<file path="config.mk">
export PLATFORM = sky130hd
export DESIGN_NAME = wb_regfile
export DESIGN_NICKNAME = d
export VERILOG_FILES = /design/src/rtl/wb_pkg.sv /design/src/rtl/wb_pending_buf.sv /design/src/rtl/wb_regfile.sv
export SDC_FILE = /design/constraint.sdc
export NUM_CORES = 2
export LEC_CHECK = 0
export ABC_CLOCK_PERIOD_IN_PS = 3400
export CAP_MARGIN = 30
export CORE_MARGIN = 2
export CORE_UTILIZATION = 60
export CTS_CLUSTER_SIZE = 10
export DETAILED_ROUTE_END_ITERATION = 12
export GPL_TIMING_DRIVEN = 0
export PLACE_DENSITY = 0.78
export SLEW_MARGIN = 10
export SYNTH_ARGS = -nofsm -noshare
export SYNTH_HDL_FRONTEND = slang
export SYNTH_HIERARCHICAL = 1
export SYNTH_SLANG_ARGS = --single-unit
</file>
<file path="constraint.sdc">
create_clock -name clk -period 3.4 [get_ports clk]
set_input_delay 0.68 -clock clk [delete_from_list [all_inputs] [get_ports clk]]
set_output_delay 0.68 -clock clk [all_outputs]
set_load 0.005 [all_outputs]
</file>
<file path="src/rtl/wb_pkg.sv">
// Writeback / register file shared definitions: widths, the hardwired zero
// register and the commit-source selector.
package wb_pkg;

  localparam int XLEN   = 32;
  localparam int REG_AW = 5;
  localparam int NREGS  = 2 ** REG_AW;

  localparam logic [REG_AW-1:0] ZERO_REG = '0;

  // Which producer owns this cycle's single register-file write port.
  typedef enum logic [1:0] {
    SRC_NONE,
    SRC_ALU,
    SRC_LSU,
    SRC_PEND
  } commit_src_e;

endpackage

</file>
<file path="src/rtl/wb_pending_buf.sv">
// One-entry holding buffer for a load result that lost the write port to
// the ALU. Load has priority over drain so a same-cycle drain+load refills.
module wb_pending_buf
  import wb_pkg::*;
(
  input  logic              clk,
  input  logic              rst,
  input  logic              load,
  input  logic              drain,
  input  logic [REG_AW-1:0] in_rd,
  input  logic [XLEN-1:0]   in_data,
  output logic              pend_valid,
  output logic [REG_AW-1:0] pend_rd,
  output logic [XLEN-1:0]   pend_data
);

  logic              valid_d, valid_q;
  logic [REG_AW-1:0] rd_d,    rd_q;
  logic [XLEN-1:0]   data_d,  data_q;

  // Next-state: drain empties the entry, load captures a new beat.
  always_comb begin
    valid_d = valid_q;
    rd_d    = rd_q;
    data_d  = data_q;
    if (drain) valid_d = 1'b0;
    if (load) begin
      valid_d = 1'b1;
      rd_d    = in_rd;
      data_d  = in_data;
    end
  end

  // State update with synchronous active-low reset of the valid bit.
  always_ff @(posedge clk) begin
    // NOTE: only the valid bit needs reset; the payload is never observed while valid is low.
    if (!rst) valid_q <= 1'b0;
    else      valid_q <= valid_d;
    rd_q   <= rd_d;
    data_q <= data_d;
  end

  assign pend_valid = valid_q;
  assign pend_rd    = rd_q;
  assign pend_data  = data_q;

endmodule

</file>
<file path="src/rtl/wb_regfile.sv">
// Writeback stage and integer register file. Merges the ALU result bus with
// the load stream through a one-entry pending buffer, commits one result per
// cycle and serves two bypassed read ports.
// Optional feature macro: WB_SCOREBOARD_EN adds issue-side busy tracking.
module wb_regfile
  import wb_pkg::*;
(
  input  logic              clk,
  input  logic              rst,
  input  logic [REG_AW-1:0] alu_rd,
  input  logic              alu_out_en,
  input  logic [XLEN-1:0]   alu_rd_data,
  output logic              wb_stall,
  input  logic [REG_AW-1:0] lsu_rd,
  input  logic              lsu_valid,
  input  logic [XLEN-1:0]   lsu_rd_data,
  output logic              lsu_ready,
  input  logic [REG_AW-1:0] rs1_addr,
  input  logic [REG_AW-1:0] rs2_addr,
  output logic [XLEN-1:0]   rs1_data,
  output logic [XLEN-1:0]   rs2_data
`ifdef WB_SCOREBOARD_EN
  ,
  input  logic              issue_en,
  input  logic [REG_AW-1:0] issue_rd,
  output logic              rs1_busy,
  output logic              rs2_busy
`endif
);

  logic              pend_valid;
  logic [REG_AW-1:0] pend_rd;
  logic [XLEN-1:0]   pend_data;
  logic              pend_load, pend_drain, lsu_xfer;
  commit_src_e       commit_src;
  logic [REG_AW-1:0] commit_rd;
  logic [XLEN-1:0]   commit_data;
  logic              commit_we;

  logic [XLEN-1:0] regs_d [NREGS];
  logic [XLEN-1:0] regs_q [NREGS];

  wb_pending_buf u_pend (
    .clk       (clk),
    .rst       (rst),
    .load      (pend_load),
    .drain     (pend_drain),
    .in_rd     (lsu_rd),
    .in_data   (lsu_rd_data),
    .pend_valid(pend_valid),
    .pend_rd   (pend_rd),
    .pend_data (pend_data)
  );

  assign lsu_ready = rst && !pend_valid;
  assign lsu_xfer  = lsu_valid && lsu_ready;
  assign wb_stall  = rst && pend_valid && alu_out_en;

  // Commit arbitration: pending entry first, then ALU (parking a colliding load beat), then LSU.
  always_comb begin
    // NOTE: every always_comb output gets a default first so no path infers a latch.
    commit_src = SRC_NONE;
    pend_load  = 1'b0;
    pend_drain = 1'b0;
    if (pend_valid) begin
      commit_src = SRC_PEND;
      pend_drain = 1'b1;
    end else if (lsu_xfer && alu_out_en) begin
      commit_src = SRC_ALU;
      pend_load  = 1'b1;
    end else if (lsu_xfer) begin
      commit_src = SRC_LSU;
    end else if (alu_out_en) begin
      commit_src = SRC_ALU;
    end
  end

  // Route the selected producer onto the single write port.
  always_comb begin
    commit_rd   = ZERO_REG;
    commit_data = '0;
    unique case (commit_src)
      SRC_ALU:  begin commit_rd = alu_rd;  commit_data = alu_rd_data; end
      SRC_LSU:  begin commit_rd = lsu_rd;  commit_data = lsu_rd_data; end
      SRC_PEND: begin commit_rd = pend_rd; commit_data = pend_data;   end
      default:  ;
    endcase
  end

  // x0 writes still consume the slot but never reach the array or bypass.
  assign commit_we = rst && (commit_src != SRC_NONE) && (commit_rd != ZERO_REG);

  // Register array next-state: at most one entry changes per cycle.
  always_comb begin
    regs_d = regs_q;
    if (commit_we) regs_d[commit_rd] = commit_data;
  end

  // Register array update; the whole file clears on reset.
  always_ff @(posedge clk) begin
    // NOTE: this array is architecturally visible after reset, so unlike a plain RAM it must be cleared.
    if (!rst) regs_q <= '{default: '0};
    else      regs_q <= regs_d;
  end

  // Read ports: x0 is constant zero, a same-cycle commit is forwarded.
  always_comb begin
    rs1_data = regs_q[rs1_addr];
    rs2_data = regs_q[rs2_addr];
    if (commit_we && (rs1_addr == commit_rd)) rs1_data = commit_data;
    if (commit_we && (rs2_addr == commit_rd)) rs2_data = commit_data;
    if (rs1_addr == ZERO_REG) rs1_data = '0;
    if (rs2_addr == ZERO_REG) rs2_data = '0;
  end

`ifdef WB_SCOREBOARD_EN
  logic [NREGS-1:0] busy_d, busy_q;

  // Busy tracking: commit clears, issue sets afterwards so set wins a tie.
  always_comb begin
    busy_d = busy_q;
    if (commit_we) busy_d[commit_rd] = 1'b0;
    if (issue_en)  busy_d[issue_rd]  = 1'b1;
    busy_d[ZERO_REG] = 1'b0;
  end

  // Busy bits clear on reset.
  always_ff @(posedge clk) begin
    if (!rst) busy_q <= '0;
    else      busy_q <= busy_d;
  end

  assign rs1_busy = busy_q[rs1_addr] && !(commit_we && (commit_rd == rs1_addr));
  assign rs2_busy = busy_q[rs2_addr] && !(commit_we && (commit_rd == rs2_addr));
`endif

endmodule

</file>
-- Word-level counts from Yosys, hierarchy flattened
Index checks and enable logic that the tools add are counted.
- bits in registers: 1062
- output and inout bits: 66
- logic and storage cells: 87
- input port bits: 88
- order comparisons: 4
- reductions and logical operators: 16
- mux-type cells: 24
- equal/unequal tests: 5
- bitwise operators: 3
- operators with widths (cell ; number):
    $bwmux 1024 ; 1
    $bmux 32 s5 ; 2
    $mux 32 ; 9
    $demux 32 s5 ; 1
    $pmux 32 s3 ; 1
    $ge 6x6->1 const B ; 3
    $not 5->6 ; 3
    $pmux 5 s3 ; 1
    $eq 5x5->1 ; 2
    $logic_and 1x1->1 ; 10
    $logic_not 5->1 ; 2
    $lt 6x1->1 const B ; 1
    $mux 1 ; 6
    $mux 2 ; 3
    $reduce_bool 5->1 ; 1
    $eq 2x2->1 const B ; 2
    $reduce_bool 2->1 ; 2
    $eq 2x1->1 const B ; 1
    $logic_not 1->1 ; 1

-- Logic depth before layout (Yosys ltp)
- depth after elaboration: 14
- gate-level depth with buffers: 10
- gate-level depth less buffers: 6

-- Modules after synthesis
Netlist, hierarchy kept.
- by module, submodules not included (module ; sequential area each (um^2) ; area an instance (um^2) ; cells each ; instances):
    wb_regfile ; 20499.7 ; 53968.0 ; 5389 ; 1
    wb_pending_buf ; 1131.1 ; 1152.4 ; 40 ; 1

-- Least setup slack after synthesis
Ideal clock, no wire load.
- path type: input to output
- from: in lsu_valid
- to: out rs1_data[22]
- path buffers: 3
- setup slack: 0.079 ns
- required time: 2.720 ns
- stages on the path: 9
- data arrival time: 2.641 ns
- path through: and4bb_4 -> buf_6 -> a2111oi_1 -> o22ai_1 -> or4_1 -> buf_4 -> buf_6 -> or2_0 -> a21oi_1
- longest elaborated chain between the ends: 11
- elaborated cells on any way between the ends: 18
- classes of those cells: eq/ne (4); mux (7); reduce/logical (7)
- ends and longest elaborated chain (what ; RTL line ; text):
    from (decl) ; wb_regfile.sv:15 ; input logic lsu_valid,
    $logic_and 1x1->1 (*) ; wb_regfile.sv:56 ; assign lsu_xfer = lsu_valid && lsu_ready;
    $mux 2 or $logic_and 1x1->1 (tied branches) ; wb_regfile.sv:71, wb_regfile.sv:68 ;
    $mux 2 (*) ; wb_regfile.sv:68 ; end else if (lsu_xfer && alu_out_en) begin
    $mux 2 (*) ; wb_regfile.sv:65 ; if (pend_valid) begin
    $eq 2x2->1 or $eq 2x1->1 (tied branches) ; wb_regfile.sv:82 ; unique case (commit_src)
    $pmux 5 s3 ; wb_regfile.sv:82 ;
    $reduce_bool 5->1 ; wb_regfile.sv:91 ; assign commit_we = rst && (commit_src != SRC_NONE) && (commit_rd != ZERO_REG);
    $logic_and 1x1->1 ; wb_regfile.sv:91 ;
    $logic_and 1x1->1 ; wb_regfile.sv:110 ; if (commit_we && (rs1_addr == commit_rd)) rs1_data = commit_data;
    $mux 32 (*) ; wb_regfile.sv:110 ;
    $mux 32 (*) ; wb_regfile.sv:112 ; if (rs1_addr == ZERO_REG) rs1_data = '0;
    to (decl) ; wb_regfile.sv:20 ; output logic [XLEN-1:0] rs1_data,
Every way passes the cells marked *; elsewhere a longest branch is shown, timed or not.

-- Worst setup path after layout
- from: reg u_pend.valid_q, in the netlist u_pend/pend_valid
- to: out rs1_data[18]
- longest elaborated chain between the ends: 13
- elaborated cells on any way between the ends: 20
- classes of those cells: eq/ne (4); mux (7); reduce/logical (9)
- ends and longest elaborated chain (what ; RTL line ; text):
    from (decl) ; wb_pending_buf.sv:17 ; logic valid_d, valid_q;
    from (signal assigned) ; wb_pending_buf.sv:38 ; else valid_q <= valid_d;
    $logic_not 1->1 ; wb_regfile.sv:55 ; assign lsu_ready = rst && !pend_valid;
    $logic_and 1x1->1 ; wb_regfile.sv:55 ;
    $logic_and 1x1->1 ; wb_regfile.sv:56 ;
    $mux 2 or $logic_and 1x1->1 (tied branches) ; wb_regfile.sv:71, wb_regfile.sv:68 ;
    $mux 2 ; wb_regfile.sv:68 ;
    $mux 2 (*) ; wb_regfile.sv:65 ;
    $eq 2x2->1 or $eq 2x1->1 (tied branches) ; wb_regfile.sv:82 ;
    $pmux 5 s3 ; wb_regfile.sv:82 ;
    $reduce_bool 5->1 ; wb_regfile.sv:91 ;
    $logic_and 1x1->1 ; wb_regfile.sv:91 ;
    $logic_and 1x1->1 ; wb_regfile.sv:110 ;
    $mux 32 (*) ; wb_regfile.sv:110 ;
    $mux 32 (*) ; wb_regfile.sv:112 ;
Marks and branches as above.

==> results.sh <==
export IMPL_rrSetupSlack_ns=-0.11
export IMPL_wl_per_cell_um=35.04
export IMPL_layout_drive_gt1_share_pct=21.52
export IMPL_hp_start="rst"
export IMPL_synth_top_cell_area_share_pct=37.23
export IMPL_ir_drop_mv=0.4547
export IMPL_syn_num_nets=5517
export IMPL_cellLeakagePower_nw=35.91
export IMPL_placeableCoreArea_mm2=0.09139
export IMPL_r2r_cells=10
export IMPL_crit_path_cell_trace="and4bb_4 -> buf_12 -> a2111oi_4 -> o22ai_2 -> buf_6 -> or4_4 -> buf_6 -> or2_4 -> a21oi_4 -> buf_2"
export IMPL_met3_usage_pct=21.99
export IMPL_ys_ff_latch=1062
export IMPL_cts_buffer_depth=3
export IMPL_die_h_um=307.1
export IMPL_globalRouteMet1Util_pct=63.93
export IMPL_final_setup_skew_ns=0.02835
export IMPL_status="finished with violations"
export IMPL_grt_busiest_layer="met2"
export IMPL_htreeDepth=3
export IMPL_root_buffer="clkbuf_16"
export IMPL_start_util_pct=60.32
export IMPL_setup_slack_ns=-0.9244
export IMPL_die_x_um=307.1
export IMPL_rows=111
export IMPL_crit_path_end_kind="output port"
export IMPL_grt_antenna_before_repair=15
export IMPL_path_clk_slew_ns=0.06
export IMPL_vias=53570
export IMPL_critPathArrivalTime_ns=3.64
export IMPL_r2r_end="regs_q[948]"
export IMPL_overflow=0
export IMPL_grt_max_degree=30
export IMPL_synth_main_ff_cell="dfxtp_1"
export IMPL_finalNonFillerCells=7112
export IMPL_hold_path_class="in2reg"
export IMPL_synth_xor_area_share_pct=0.09534
export IMPL_drv_cap=0
export IMPL_rsz0062_at_grt="true"
export IMPL_worst_hold_slack_ns=0.3173
export IMPL_postRouteAntennaNets=0
export IMPL_slew_violations=0
export IMPL_period_needed_ns=4.324
export IMPL_cp_max_fo=6
export IMPL_crit_path_frequent_cell="buf_6"
export IMPL_async_flop_share_pct=0
export IMPL_fmax_mhz=231.2
export IMPL_postSynthCellCount=5429
export IMPL_finalNetCount=5970
export IMPL_cts_buffers=119
export IMPL_insertion_delay_ns=0.74
export IMPL_ioPinCount=154
export IMPL_powerDensity_mw_per_mm2=441.5
export IMPL_violations="setup timing"
export IMPL_synth_top_family_by_area="compound AO/OA/AOI/OAI gates"
export IMPL_worst_r2r_startpoint="u_pend/pend_valid"
export IMPL_post_route_drc_count=0
export IMPL_fin_tns_setup_ns=-47.69
export IMPL_path_delay_family="simple AND/OR/NAND/NOR gates"
export IMPL_finalSetupViolCount=148
export IMPL_yosysTopAreaCell="dfxtp_1"
export IMPL_cpMaxStageDelayCell="or4_4"
export IMPL_required_ns=2.72
export IMPL_syn_area_per_cell_um2=10.15
export IMPL_cts_tree="yes"
export IMPL_syn_to_final_growth_pct=19.39
export IMPL_worstMarginPinSlew_ns=1.146
export IMPL_finalPower_mw=29.06
export IMPL_stdcell_area_mm2=0.06581
export IMPL_max_slew_margin_pct=23.58
export IMPL_hold_end="u_pend/pend_valid"
export IMPL_synth_simple_gate_area_share_pct=10.89
export IMPL_grt_total_usage_pct=51.02
export IMPL_postCtsHoldBufs=0
export IMPL_crit_type="reg2out"
export IMPL_nFillCells=6731
export IMPL_path_buf_inv=4
export IMPL_cp_start_kind="flop"
export IMPL_critPathMaxStageDelay_ns=0.54
export IMPL_drtIter0Drc=9674
export IMPL_holdPathStages=2
export IMPL_drtPass1Iterations=8
export IMPL_cts_num_sinks=1062
export IMPL_grt_pass1_wl_um=348400
export IMPL_muxShareOfSynthArea_pct=20.04
export IMPL_die_area_mm2=0.09431
export IMPL_post_dp_cell_area_mm2=0.05859
export IMPL_hold_viol_final=0
export IMPL_synth_enable_flop_cells=37
export IMPL_mostFrequentLayoutCells="nand2_1 (1116), dfxtp_1 (1024), o211a_1 (992), mux2i_1 (440), mux4_2 (295)"
export IMPL_yosysWarnings=6
export IMPL_dp_cells=6817
export IMPL_vias_per_cell=7.532
export IMPL_synth_compound_area_share_pct=24.86
export IMPL_first_global_vias=50690
export IMPL_hpwl_um=184800
export IMPL_use_met2_pct=73.28
export IMPL_ys_seq_area_share_pct=39.24
export IMPL_syn_cell_area_mm2=0.05512
export IMPL_synth_fa_ha_area_share_pct=0
export IMPL_wirelength_um=249200
export IMPL_port_buffers=150
export IMPL_gp_congestion=1.063
export IMPL_synthDistinctLibCells=56
export IMPL_final_common_cell="nand2_1"
export IMPL_yosys_top_cells_area="dfxtp_1 (37%), o211a_1 (18%), mux4_2 (12%)"
export IMPL_min_period_over_period_pct=127.2
## synthesized netlist by cell type, types with 3 or more instances
cell type	number
nand2_1	1122
dfxtp_1	1025
o211a_1	992
mux2i_1	440
clkbuf_1	399
mux4_2	295
buf_1	198
a22oi_1	186
a211oi_1	101
o22ai_1	98
a21oi_1	94
buf_2	75
nand3_1	68
nand4_1	62
and2_1	46
edfxtp_1	37
a222oi_1	32
or2_0	30
and3_1	23
nor2b_1	13
nor3_1	11
nor2_1	10
and3b_1	6
o21ai_0	5
xnor2_1	5
buf_6	4
nand2b_1	4
nand4b_1	4
o211ai_1	4
a2111oi_0	3
inv_1	3
nand3b_1	3
## worst max path at each step
stage | startpoint | endpoint | slack (ns) | depth (start not counted)
4_1_cts | rs1_addr[1] | rs1_data[27] | -0.79 | 11
3_5_place_dp | rs1_addr[0] | rs1_data[19] | -2.72 | 11
3_3_place_gp | rs2_addr[0] | rs2_data[14] | -3.01 | 11
6_report | u_pend/pend_valid | rs1_data[18] | -0.92 | 10
5_1_grt | u_pend/pend_valid | rs1_data[18] | -0.90 | 10
2_1_floorplan | lsu_valid | rs1_data[22] | 0.08 | 9
## through the flow
stage	setup slack, ns	utilization, %
finish	-0.9244	72.01
global route	-0.8990	72.00
CTS	-0.7873	71.35
detailed placement	-2.718	64.11
global placement	-3.007	63.58
floorplan	0.07924	-
## flip-flops by register name, summed over array words and instances (netlist names)
register and cells:
u_pend/pend_data 32, u_pend/pend_valid 1, regs_q 1024, u_pend/pend_rd 5
## area by class of cell
type                            count  area [µm²]  share of cell area [%]
Tap cell                         1186        1484                   2.255
Clock buffer                      154        3232                   4.911
Timing Repair Buffer              339        3010                   4.574
Clock inverter                      5       47.55                 0.07225
Buffer                            669        3670                   5.576
Sequential cell                  1062       21630                   32.88
Multi-Input combinational cell   3688       32700                   49.70
Inverter                            3       11.26                 0.01711
Antenna cell                        6       15.01                 0.02282
## kinds of logic (layout without fill, tap and decap cells)
logic type                Yosys count  after routing
AOI/OAI and AO/OA                1529           1529
xor gates and xnor gates            6              6
buffers and inverters             680           1170
DFF                              1062           1062
muxes                             735            735
other                               0              6
and+or+nand+nor                  1417           1418
## repair_timing
item,4_1_cts,5_1_grt
endpoints found under the setup margin,998,389
gates resized for setup,1032,137
cloned,9,1
setup buffers,103,24
pin swaps,173,51
## metal layers
layer	share of wire [%]	wire length (µm)
met5	0.10	253
met4	7.5	18760
met3	17	41780
met2	41	102000
met1	35	86370
## report_power, final
part           leakage, nW  internal (mW)  total [mW]  switching (mW)
logic                 25.7           1.48        4.41            2.93
clock network         1.60           6.50        11.8            5.29
registers             8.60           12.7        12.9           0.163
No activity file was read; power rests on OpenSTA's default activity.
